### src/rtl/seq_alu.sv
// Sequential ALU: single-cycle logic/arith ops plus iterative shift-add multiply
// and restoring divide, with valid/ready handshakes on both sides.
module seq_alu #(
    parameter int unsigned WIDTH = 32
) (
    input  logic             clk,
    input  logic             rst_n,
    input  logic             in_valid,
    output logic             in_ready,
    input  logic [4:0]       op,
    input  logic [WIDTH-1:0] dataa,
    input  logic [WIDTH-1:0] datab,
    output logic             out_valid,
    input  logic             out_ready,
    output logic [WIDTH-1:0] result,
    output logic             zero,
    output logic             less
);

    localparam int unsigned SH = $clog2(WIDTH);
    localparam int unsigned W2 = 2 * WIDTH;

    typedef enum logic [1:0] {
        S_IDLE = 2'd0,
        S_CALC = 2'd1,
        S_DONE = 2'd2
    } state_t;

    state_t           r_state;
    state_t           w_next;
    logic [SH-1:0]    r_cnt;
    logic [2:0]       r_mop;
    logic [WIDTH-1:0] r_a;
    logic [WIDTH-1:0] r_opnd;
    logic [W2-1:0]    r_acc;
    logic             r_neg_q;
    logic             r_neg_r;
    logic             r_div0;
    logic [WIDTH-1:0] r_result;
    logic             r_zero;
    logic             r_less;

    logic             w_load_alu;
    logic             w_start;
    logic             w_iter;
    logic             w_finish;

    assign in_ready  = (r_state == S_IDLE);
    assign out_valid = (r_state == S_DONE);
    assign result    = r_result;
    assign zero      = r_zero;
    assign less      = r_less;

    // State register
    always_ff @(posedge clk or negedge rst_n) begin
        if (!rst_n) begin
            r_state <= S_IDLE;
        end else begin
            r_state <= w_next;
        end
    end

    // Next state and datapath control strobes
    always_comb begin
        w_next     = r_state;
        w_load_alu = 1'b0;
        w_start    = 1'b0;
        w_iter     = 1'b0;
        w_finish   = 1'b0;
        case (r_state)
            S_IDLE: begin
                if (in_valid) begin
                    if (op[4]) begin
                        w_next  = S_CALC;
                        w_start = 1'b1;
                    end else begin
                        w_next     = S_DONE;
                        w_load_alu = 1'b1;
                    end
                end
            end
            S_CALC: begin
                w_iter = 1'b1;
                if (r_cnt == SH'(WIDTH - 1)) begin
                    w_finish = 1'b1;
                    w_next   = S_DONE;
                end
            end
            S_DONE: begin
                if (out_ready) begin
                    w_next = S_IDLE;
                end
            end
            default: w_next = S_IDLE;
        endcase
    end

    // Single-cycle ALU evaluated on the live inputs at accept
    logic [SH-1:0]    w_shamt;
    logic             w_lt_s;
    logic             w_lt_u;
    logic [WIDTH-1:0] w_alu_res;
    logic             w_alu_zero;
    logic             w_alu_less;

    assign w_shamt = datab[SH-1:0];
    assign w_lt_s  = $signed(dataa) < $signed(datab);
    assign w_lt_u  = dataa < datab;

    always_comb begin
        w_alu_res = '0;
        case (op[2:0])
            3'b000: w_alu_res = op[3] ? (dataa - datab) : (dataa + datab);
            3'b001: w_alu_res = dataa << w_shamt;
            3'b010: w_alu_res = WIDTH'(op[3] ? w_lt_u : w_lt_s);
            3'b011: w_alu_res = datab;
            3'b100: w_alu_res = dataa ^ datab;
            3'b101: w_alu_res = op[3] ? WIDTH'($signed(dataa) >>> w_shamt) : (dataa >> w_shamt);
            3'b110: w_alu_res = dataa | datab;
            3'b111: w_alu_res = dataa & datab;
            default: w_alu_res = '0;
        endcase
        w_alu_less = op[3] ? w_lt_u : w_lt_s;
        w_alu_zero = (op[2:0] == 3'b010) ? (dataa == datab) : (w_alu_res == '0);
    end

    // Operand magnitudes for signed DIV/REM (op[2]=1, op[0]=0)
    logic             w_sdiv;
    logic             w_a_neg;
    logic             w_b_neg;
    logic [WIDTH-1:0] w_a_mag;
    logic [WIDTH-1:0] w_b_mag;

    assign w_sdiv  = op[2] & ~op[0];
    assign w_a_neg = w_sdiv & dataa[WIDTH-1];
    assign w_b_neg = w_sdiv & datab[WIDTH-1];
    assign w_a_mag = w_a_neg ? (-dataa) : dataa;
    assign w_b_mag = w_b_neg ? (-datab) : datab;

    // One shift-add or restoring-divide step on the shared accumulator
    logic [WIDTH:0]   w_mul_sum;
    logic [W2-1:0]    w_mul_next;
    logic [WIDTH:0]   w_rem_sh;
    logic [WIDTH:0]   w_diff;
    logic             w_ge;
    logic [W2-1:0]    w_div_next;
    logic [W2-1:0]    w_acc_step;

    assign w_mul_sum  = {1'b0, r_acc[W2-1:WIDTH]} + (r_acc[0] ? {1'b0, r_opnd} : '0);
    assign w_mul_next = {w_mul_sum, r_acc[WIDTH-1:1]};
    assign w_rem_sh   = {r_acc[W2-1:WIDTH], r_acc[WIDTH-1]};
    assign w_diff     = w_rem_sh - {1'b0, r_opnd};
    assign w_ge       = ~w_diff[WIDTH];
    assign w_div_next = {(w_ge ? w_diff[WIDTH-1:0] : w_rem_sh[WIDTH-1:0]),
                         r_acc[WIDTH-2:0], w_ge};
    assign w_acc_step = r_mop[2] ? w_div_next : w_mul_next;

    // Final mul/div result with sign fix-up and divide-by-zero override
    logic [WIDTH-1:0] w_q;
    logic [WIDTH-1:0] w_r;
    logic [WIDTH-1:0] w_md_res;

    assign w_q = w_acc_step[WIDTH-1:0];
    assign w_r = w_acc_step[W2-1:WIDTH];

    always_comb begin
        w_md_res = '0;
        case (r_mop)
            3'b000: w_md_res = w_q;
            3'b001: w_md_res = w_r;
            3'b100: w_md_res = r_div0 ? '1 : (r_neg_q ? (-w_q) : w_q);
            3'b101: w_md_res = r_div0 ? '1 : w_q;
            3'b110: w_md_res = r_div0 ? r_a : (r_neg_r ? (-w_r) : w_r);
            3'b111: w_md_res = r_div0 ? r_a : w_r;
            default: w_md_res = '0;
        endcase
    end

    // Datapath registers
    always_ff @(posedge clk or negedge rst_n) begin
        if (!rst_n) begin
            r_cnt    <= '0;
            r_mop    <= '0;
            r_a      <= '0;
            r_opnd   <= '0;
            r_acc    <= '0;
            r_neg_q  <= 1'b0;
            r_neg_r  <= 1'b0;
            r_div0   <= 1'b0;
            r_result <= '0;
            r_zero   <= 1'b0;
            r_less   <= 1'b0;
        end else begin
            if (w_load_alu) begin
                r_result <= w_alu_res;
                r_zero   <= w_alu_zero;
                r_less   <= w_alu_less;
            end
            if (w_start) begin
                r_cnt   <= '0;
                r_mop   <= op[2:0];
                r_a     <= dataa;
                r_div0  <= (datab == '0);
                r_neg_q <= w_a_neg ^ w_b_neg;
                r_neg_r <= w_a_neg;
                if (op[2]) begin
                    r_opnd <= w_b_mag;
                    r_acc  <= {{WIDTH{1'b0}}, w_a_mag};
                end else begin
                    r_opnd <= dataa;
                    r_acc  <= {{WIDTH{1'b0}}, datab};
                end
            end
            if (w_iter) begin
                r_cnt <= r_cnt + SH'(1);
                r_acc <= w_acc_step;
            end
            if (w_finish) begin
                r_result <= w_md_res;
                r_zero   <= (w_md_res == '0);
                r_less   <= 1'b0;
            end
        end
    end

endmodule

### config.mk
export PLATFORM = sky130hd
export DESIGN_NAME = seq_alu
export DESIGN_NICKNAME = d
export VERILOG_FILES = /design/src/rtl/seq_alu.sv
export SDC_FILE = /design/constraint.sdc
export NUM_CORES = 1
export LEC_CHECK = 0
export CAP_MARGIN = 20
export CORE_MARGIN = 4
export CORE_UTILIZATION = 46
export CTS_CLUSTER_DIAMETER = 100
export CTS_CLUSTER_SIZE = 25
export DETAILED_ROUTE_END_ITERATION = 12
export DONT_BUFFER_PORTS = 1
export PLACE_DENSITY = 0.65
export SETUP_SLACK_MARGIN = 0.5
export SYNTH_ARGS = -nofsm -noshare
export SYNTH_HDL_FRONTEND = slang
export SYNTH_SLANG_ARGS = --single-unit
export TNS_END_PERCENT = 1
### constraint.sdc
create_clock -name clk -period 8.3 [get_ports clk]
set_input_delay 1.245 -clock clk [delete_from_list [all_inputs] [get_ports clk]]
set_output_delay 1.245 -clock clk [all_outputs]
set_load 0.005 [all_outputs]
Yosys cells after proc, flatten, opt, wreduce, memory -nomap -nowiden
Index checks and enable logic that the tools add are counted.
{"block": "op_classes", "add_sub_neg": 9, "order_cmp": 2, "n_eq_ne": 19, "shifts": 3, "n_mux": 44, "bitwise_logic": 9, "reduce_logical": 9}
{"op": "$mux W32", "count": 16}
{"op": "$pmux W32 S8", "count": 1}
{"op": "$mux W64", "count": 3}
{"op": "$pmux W32 S6", "count": 1}
{"op": "$neg A32 Y32", "count": 4}
{"op": "$logic_not A32 Y1", "count": 3}
{"op": "$lt A32 B32 Y1", "count": 2}
{"op": "$add A32 B32 Y33", "count": 1}
{"op": "$sub A33 B32 Y33", "count": 1}
{"op": "$add A32 B32 Y32", "count": 1}
{"op": "$and A32 B32 Y32", "count": 1}
{"op": "$eq A32 B32 Y1", "count": 1}
{"op": "$or A32 B32 Y32", "count": 1}
{"op": "$shl A32 B5 Y32", "count": 1}
{"op": "$shr A32 B5 Y32", "count": 1}
{"op": "$sshr A32 B5 Y32", "count": 1}
{"op": "$sub A32 B32 Y32", "count": 1}
{"op": "$xor A32 B32 Y32", "count": 1}
{"op": "$eq A3 B3 Y1 const B", "count": 8}
{"op": "$mux W1", "count": 16}
{"op": "$mux W5", "count": 2}
{"op": "$mux W2", "count": 4}
{"op": "$eq A3 B1 Y1 const B", "count": 2}
{"op": "$eq A3 B2 Y1 const B", "count": 2}
{"op": "14 further kinds", "count": 20}
{"block": "totals", "regBits": 175, "elab_cells": 107}

Logic depth before layout (Yosys ltp)
Gate-level depths: netlist of run 1.
{"block": "logic_depth", "depth_word": 9, "mapped_depth": 29, "mapped_depth_nobuf": 27}

Least setup slack after synthesis of run 1
OpenSTA, ideal clock, no wires.
{"block": "synth_timing", "path_type": "input to register", "from": "in datab[2]", "to": "reg r_zero, in the netlist zero", "arrival_time_ns": 6.656, "required_ns": 8.176, "setup_slack_ns": 1.520, "stages": 25, "path_cell_list": "clkbuf_1 > inv_2 > clkbuf_1 > clkbuf_1 > clkbuf_1 > clkbuf_1 > buf_1 > ha_1 > clkbuf_1 > a21oi_1 > o211ai_1 > nand3_1 > a21boi_0 > a2111oi_0 > o41a_1 > o21ai_0 > a21oi_1 > nor2b_1 > o221ai_1 > a311oi_1 > xnor2_1 > a21oi_1 > nor3_1 > and4b_1 > a211o_1"}
{"block": "synth_between", "elab_chain_len": 7}
{"item": "start: declaration", "line": "12", "text": "input logic [WIDTH-1:0] datab,"}
{"item": "$add A32 B32 Y32 (tied with other cells)", "line": "113", "text": "3'b000: w_alu_res = op[3] ? (dataa - datab) : (dataa + datab);"}
{"item": "$mux W32 (tied with other cells)", "line": "113"}
{"item": "$pmux W32 S8", "line": "112", "text": "case (op[2:0])"}
{"item": "$logic_not A32 Y1", "line": "124", "text": "w_alu_zero = (op[2:0] == 3'b010) ? (dataa == datab) : (w_alu_res == '0);"}
{"item": "$mux W1 (*)", "line": "124"}
{"item": "$mux W1 (*)", "line": "194", "text": "if (w_load_alu) begin"}
{"item": "$mux W1 (*)", "line": "218", "text": "if (w_finish) begin"}
{"item": "end signal: assignment", "line": "196", "text": "r_zero <= w_alu_zero;"}
{"item": "end signal: assignment", "line": "220", "text": "r_zero <= (w_md_res == '0);"}
{"item": "end: declaration", "line": "40", "text": "logic r_zero;"}
Mark *: on every way between the ends. The rest lies on a longest branch, timed or not. The select of a mux whose other input is x is not followed.
A chain may end at the register's enable or synchronous reset.

Worst setup path in the final report of run 1
{"block": "layout_timing", "from": "reg r_acc[31]", "to": "reg r_zero, in the netlist zero"}
{"block": "layout_between", "elab_chain_len": 9}
{"item": "start: declaration", "line": "35", "text": "logic [W2-1:0] r_acc;"}
{"item": "start signal: assignment", "line": "208", "text": "r_acc <= {{WIDTH{1'b0}}, w_a_mag};"}
{"item": "start signal: assignment", "line": "211", "text": "r_acc <= {{WIDTH{1'b0}}, datab};"}
{"item": "start signal: assignment", "line": "216", "text": "r_acc <= w_acc_step;"}
{"item": "$sub A33 B32 Y33", "line": "152", "text": "assign w_diff = w_rem_sh - {1'b0, r_opnd};"}
{"item": "$mux W32 / $not A1 Y1 (equally long branches)", "line": "154, 153"}
{"item": "$mux W64 (*)", "line": "156", "text": "assign w_acc_step = r_mop[2] ? w_div_next : w_mul_next;"}
{"item": "$neg A32 Y32, on equally long branches", "line": "173, 171"}
{"item": "$mux W32, on equally long branches (2 in series)", "line": "173, 171"}
{"item": "$pmux W32 S6 (*)", "line": "168", "text": "case (r_mop)"}
{"item": "$logic_not A32 Y1 (*)", "line": "220"}
{"item": "$mux W1 (*)", "line": "218"}
Mark *: on every way between the ends. The rest lies on a longest branch, timed or not.

==> flow_metrics.py, run 1 <==
metrics = {
    "logic_synthesis": {
        "synthMostInstantiatedCell": "sky130_fd_sc_hd__nand2_1",
        "postSynthCellCount": 3629,
        "synth-async-reset-ratio_pct": 100,
        "netlist_area_um2": 26200,
        "ys_top_cells_by_count": "sky130_fd_sc_hd__nand2_1, sky130_fd_sc_hd__o21ai_0, sky130_fd_sc_hd__a21oi_1",
        "synthesis.nets": 3872,
        "avgSynthCellArea_um2": 7.21,
        "synth.ff_latch_count": 175,
        "synth_top_area_share_pct": 16.7,
        "synth.area.top_cells": "sky130_fd_sc_hd__dfrtp_1, sky130_fd_sc_hd__ha_1, sky130_fd_sc_hd__o21ai_0",
        "count_of_flip_flops_with_a_built_in_enable_after_synthesis": 0,
        "yosysWarningCount": 0,
        "biggest_area_consumer_among_synthesized_cells": "sky130_fd_sc_hd__dfrtp_1",
        "distinct_cells_synth": 103,
        "sequential_fraction_of_the_synthesis_area_pct": 16.7,
        "dominantRegCellSynth": "sky130_fd_sc_hd__dfrtp_1",
    },
    "floorplan": {
        "core_region_area_um2": 56400,
        "io_pins": 109,
        "die_h_um": 246,
        "die_w_um": 246,
        "standard_cell_row_count": 87,
        "initial_core_util_pct": 46.4,
        "die-area_um2": 60800,
    },
    "placement": {
        "placed_cells": 4146,
        "dp_hpwl_mm": 89.6,
        "port-buffer-count": 0,
        "gpl_wtd_cong": 1.05,
    },
    "cts": {
        "cts_tree": "built",
        "cts-root-buf": "sky130_fd_sc_hd__clkbuf_16",
        "cts-root-to-sink-buffers": 2,
        "cts_resized": 0,
        "cts.sink_count": 175,
        "clk_pin_slew_ns": 0.09,
        "numCtsBuffers": 17,
        "cts.hold.buffers_added": 0,
        "htree_levels": 4,
        "clock_latency_ns": 0.48,
        "post-cts-setup-buffer-count": 0,
    },
    "setup_path": {
        "required_time_at_the_worst_slack_endpoint_ns": 8.73,
        "timing.setup.critical_path_class": "register to register",
        "critPathMaxStageDelay_ns": 0.58,
        "crit_arrival_ns": 7.64,
        "timing.critical_path.fanout_max": 17,
        "critPathLaunchType": "register",
        "critical_path_capture_point_type": "register",
        "cell_at_the_slowest_stage_of_the_critical_path": "sky130_fd_sc_hd__nor4_1",
    },
    "power_and_ir_drop": {
        "power.sequential.fraction_pct": 18.8,
        "switching_share_pct": 57.5,
        "internal_power_component_uw": 4010,
        "worst_ir_drop_vdd_mv": 0.194,
        "combinationalPowerShare_pct": 71.7,
        "netSwitchingPower_uw": 5440,
        "total_leakage_power_uw": 0.0110,
        "total_power_of_the_final_layout_uw": 9450,
        "power_density_nw_per_um2": 349,
        "clock_power_share_pct": 9.4,
    },
    "sta": {
        "period_share_pct": 86.9,
        "timing.slew.headroom_pct": 24.6,
        "unrepaired_setup_endpoints_after_global_routing": "false",
        "setup_viol": 0,
        "drv_slew": 0,
        "finalHoldViolCount": 0,
        "timing.clock.skew_ns": 0.0203,
        "final.min_clock_period_ns": 7.22,
        "maxClockFrequency_mhz": 139,
        "max_slew.worst_pin.slew_ns": 1.11,
        "tns_ns": 0,
    },
    "detailed_routing": {
        "drt-total-wl_mm": 117,
        "wl_per_cell_um": 28.0,
        "dr.pass1.iters": 6,
        "route.antenna.remaining_nets": 0,
        "num_vias": 28700,
        "avgViaCountPerCell": 6.87,
        "drt_iter0_drc": 3565,
        "detail_route.drc_violations": 0,
    },
    "grt": {
        "pin_count_of_the_biggest_net_entering_global_routing": 176,
        "grt_pass1_wl_mm": 173,
        "grt_overflow_total": 0,
        "gr-usage-all-layers_pct": 37.2,
        "antenna_found_initial": 1,
        "grt_pass1_vias": 26500,
    },
    "flow_run": {
        "max_cap_violations": 0,
    },
    "cells_and_area": {
        "drive_above_1_share_pct": 6.89,
        "num_antenna_cells": 0,
        "finish.cell_count_without_fillers": 4179,
        "area_delta_synth_final_pct": 3.44,
        "finish.net_count": 3653,
    },
    "run_status": {
        "status": "completed",
    },
    "min_path": {
        "classification_of_the_worst_slack_hold_path": "input pin to async pin",
    },
}
-- kinds of logic (layout without fill, tap and decap cells) --
logic type / Yosys count / in the layout / synth area share (%)
xor+xnor: 143 / 143 / 4.79
mux: 177 / 177 / 10.2
buf+inv: 455 / 249 / 6.71
fa+ha+maj: 170 / 170 / 8.24
compound gates: 1304 / 1304 / 31.8
flops: 175 / 175 / 16.7
simple gates: 1205 / 1205 / 21.5
-- power groups by stage --
stage	sequential, uW	clock, uW	combinational [uW]
floorplan	1530	0	4850
global placement	1760	0	6520
detailed placement	1780	0	6520
CTS	1760	907	6560
global route	1820	934	7300
finish	1780	892	6780
-- routing by layer --
metal / track usage [%] / vias to the layer above / wire length (um)
li1: - / 13000 / -
met3: 6.85 / 377 / 11300
met4: 23.2 / 2 / 8960
met5: 0 / - / 13
met1: 48.2 / 13600 / 45800
met2: 57.3 / 1684 / 50800
-- stage by stage --
step / setup slack [ns] / area [um^2] / hold slack, ns / util (%)
floorplan: 1.52 / 26200 / 0.449 / -
CTS: 1.29 / 27100 / 0.434 / 48.0
detailed placement: 1.33 / 26400 / 0.486 / 46.8
global placement: 1.35 / 26400 / 0.475 / 46.8
global route: 0.789 / 27100 / 0.440 / 48.0
finish: 1.08 / 27100 / 0.448 / 48.0
-- area by class of cell --
| cell class | count | area (um^2) |
|---|---|---|
| repair buffers | 54 | 413 |
| well taps | 756 | 946 |
| inverters | 163 | 612 |
| multi-input cells | 2999 | 20100 |
| clock buffers | 17 | 425 |
| fillers | 5927 | 29300 |
| clock inverters | 15 | 228 |
| flip-flops and latches | 175 | 4380 |
-- cells in the final DEF (no fill, tap or decap), types with 81 or more instances in the layout --
| master | count |
|---|---|
| sky130_fd_sc_hd__xnor2_1 | 103 |
| sky130_fd_sc_hd__ha_1 | 166 |
| sky130_fd_sc_hd__nor2_1 | 335 |
| sky130_fd_sc_hd__nand3_1 | 119 |
| sky130_fd_sc_hd__o21ai_0 | 374 |
| sky130_fd_sc_hd__a21oi_1 | 356 |
| sky130_fd_sc_hd__nand2_1 | 390 |
| sky130_fd_sc_hd__inv_1 | 160 |
| sky130_fd_sc_hd__dfrtp_1 | 174 |
| sky130_fd_sc_hd__mux2i_1 | 81 |
-- path summary, 6_finish.rpt --
kind / to / slack, ns / cells after the start / start
worst max-delay path: zero / 1.08 / 28 / r_acc[31]
worst min-delay path: r_opnd[27] / 0.45 / 0 / rst_n
worst max register to register: zero / 1.08 / 28 / r_acc[31]
worst min register to register: r_cnt[3] / 0.49 / 1 / r_cnt[3]
max in group asynchronous: r_opnd[6] / 7.47 / 0 / rst_n
min in group clk: r_cnt[3] / 0.49 / 1 / r_cnt[3]
-- registers in the layout (all words and copies together) (netlist names) --
signal and cells:
r_neg_q 1, result 32, r_mop 3, r_cnt 5
r_a 32, r_acc 64, less 1, r_neg_r 1
r_opnd 32, r_state 2, zero 1, r_div0 1
-- worst max-delay path: cells and delay by family (launching register included) --
| kind | cells | cell delay [ns] |
|---|---|---|
| adder cells (fa/ha/maj) | 3 | 0.79 |
| AO/OA/AOI/OAI | 12 | 2.36 |
| flip-flops | 1 | 0.45 |
| buffers and inverters | 3 | 0.38 |
| AND/OR/NAND/NOR | 10 | 3.17 |
Note: power is estimated with default switching activity, not from simulation.
==> run 2: changes to the inputs <==
--- a/config.mk
+++ b/config.mk
@@ -6,14 +6,14 @@
 export NUM_CORES = 1
 export LEC_CHECK = 0
 export CAP_MARGIN = 20
-export CORE_MARGIN = 4
 export CORE_UTILIZATION = 46
-export CTS_CLUSTER_DIAMETER = 100
+export CTS_CLUSTER_DIAMETER = 120
 export CTS_CLUSTER_SIZE = 25
 export DETAILED_ROUTE_END_ITERATION = 12
 export DONT_BUFFER_PORTS = 1
 export PLACE_DENSITY = 0.65
 export SETUP_SLACK_MARGIN = 0.5
+export SLEW_MARGIN = 0
 export SYNTH_ARGS = -nofsm -noshare
 export SYNTH_HDL_FRONTEND = slang
 export SYNTH_SLANG_ARGS = --single-unit
==> flow_metrics.py, run 2 (synthesis gave the netlist of run 1 again) <==
metrics = {
    "cts": {
        "post-cts-setup-buffer-count": 0,
        "cts_resized": 0,
        "cts-root-to-sink-buffers": 2,
        "cts.sink_count": 175,
        "clock_latency_ns": 0.48,
        "cts-root-buf": "sky130_fd_sc_hd__clkbuf_16",
        "cts.hold.buffers_added": 0,
        "clk_pin_slew_ns": 0.09,
        "htree_levels": 4,
        "numCtsBuffers": 17,
        "cts_tree": "built",
    },
    "power_and_ir_drop": {
        "total_leakage_power_uw": 0.0109,
        "power.sequential.fraction_pct": 18.7,
        "netSwitchingPower_uw": 5390,
        "total_power_of_the_final_layout_uw": 9380,
        "clock_power_share_pct": 9.2,
        "worst_ir_drop_vdd_mv": 0.199,
        "combinationalPowerShare_pct": 72.0,
        "power_density_nw_per_um2": 347,
        "internal_power_component_uw": 3990,
        "switching_share_pct": 57.5,
    },
    "min_path": {
        "classification_of_the_worst_slack_hold_path": "input pin to async pin",
    },
    "cells_and_area": {
        "area_occupied_by_registers_um2": 4380,
        "top_library_cells_by_usage_in_the_layout_fill_and_taps_aside": "sky130_fd_sc_hd__nand2_1, sky130_fd_sc_hd__o21ai_0, sky130_fd_sc_hd__a21oi_1",
        "area_delta_synth_final_pct": 3.28,
        "max_flop_register": "r_acc",
        "largest_register_ffs": 64,
        "finish.net_count": 3648,
        "drive_above_1_share_pct": 6.76,
        "fillCellCount": 5814,
        "multiInputGateArea_um2": 20100,
        "final_common_cell": "sky130_fd_sc_hd__nand2_1",
    },
    "setup_path": {
        "critical_path_buf_inv_count": 2,
        "critPathTopFamily": "simple AND/OR/NAND/NOR gates",
        "timing.critical_path.fanout_max": 17,
        "critical_path_capture_point_type": "register",
        "crit_arrival_ns": 7.40,
        "critPathLaunchType": "register",
        "timing.setup.critical_path_class": "register to register",
        "cell_at_the_slowest_stage_of_the_critical_path": "sky130_fd_sc_hd__or4_1",
        "required_time_at_the_worst_slack_endpoint_ns": 8.72,
        "critPathMaxStageDelay_ns": 0.57,
    },
    "flow_run": {
        "max_cap_violations": 0,
    },
    "sta": {
        "maxClockFrequency_mhz": 143,
        "tns_ns": 0,
        "final.min_clock_period_ns": 6.98,
        "period_share_pct": 84.1,
        "max_slew.worst_pin.slew_ns": 1.07,
        "timing.slew.headroom_pct": 28.8,
        "setup_viol": 0,
        "unrepaired_setup_endpoints_after_global_routing": "false",
        "finalHoldViolCount": 0,
        "timing.clock.skew_ns": 0.0268,
        "drv_slew": 0,
    },
    "detailed_routing": {
        "detailroute.wirelength.met2_mm": 49.7,
        "avgViaCountPerCell": 6.88,
        "detail_route.drc_violations": 0,
        "routed-wl-met3_mm": 10.8,
        "dr.pass1.iters": 9,
        "route.antenna.remaining_nets": 0,
        "m1WireLength_mm": 45.0,
        "drt_iter0_drc": 3565,
        "wl_per_cell_um": 27.2,
        "num_vias": 28700,
        "top_layer": "met4",
        "drt-total-wl_mm": 114,
    },
    "floorplan": {
        "die-area_um2": 57800,
        "core_region_area_um2": 56300,
        "die_h_um": 240,
        "standard_cell_row_count": 87,
        "initial_core_util_pct": 46.5,
        "die_w_um": 240,
        "io_pins": 109,
    },
    "grt": {
        "grt_pass1_vias": 26200,
        "pin_count_of_the_biggest_net_entering_global_routing": 176,
        "grt_pass1_wl_mm": 167,
        "antenna_found_initial": 6,
        "gr-usage-all-layers_pct": 38.5,
        "grt_overflow_total": 0,
    },
    "placement": {
        "dp_hpwl_mm": 87.2,
        "gpl_wtd_cong": 1.04,
        "port-buffer-count": 0,
    },
    "run_status": {
        "status": "completed",
    },
}
[run 2: power by group through the flow]
stage                     combinational [uW]  sequential, uW  clock [uW]
after detailed placement                6500            1750           0
after global routing                    7260            1800         900
after floorplan                         4850            1530           0
after CTS                               6550            1740         875
after global placement                  6520            1730           0
final                                   6750            1760         867
[run 2: worst paths after layout]
| check | from | endpoint | slack [ns] | depth (start not counted) |
|---|---|---|---|---|
| setup / recovery | r_acc[31] | zero | 1.32 | 27 |
| hold / removal | rst_n | r_acc[60] | 0.46 | 0 |
| setup reg to reg | r_acc[31] | zero | 1.32 | 27 |
| hold reg to reg | r_cnt[3] | r_cnt[3] | 0.50 | 1 |
| max in group asynchronous | rst_n | r_acc[41] | 7.37 | 0 |
| min in group clk | r_cnt[3] | r_cnt[3] | 0.50 | 1 |
[run 2: layout make-up]
cell class	instances	area share, %
clock inverter	15	0.783
clock buffer	17	1.57
tap	756	3.50
antenna	2	0.0185
sequential	175	16.2
inverter	163	2.26
timing repair buffer	49	1.41
multi-input combinational	2999	74.2
[run 2: metal layers]
metal | up-vias | global-route usage (%)
met2 | 1734 | 59.6
met3 | 354 | 5.45
met4 | 0 | 24.5
li1 | 13000 | -
met1 | 13600 | 50.1
met5 | - | 0
[run 2: per-stage QoR]
step	setup slack, ns	instance area, um^2	hold slack (ns)	std cells	utilization (%)
after floorplan	1.52	26200	0.449	3629	-
after global placement	1.59	26400	0.462	4142	46.9
after detailed placement	1.49	26400	0.482	4142	46.9
after CTS	1.46	27000	0.445	4174	48.0
after global routing	0.979	27000	0.447	4174	48.0
final	1.32	27000	0.461	4176	48.0
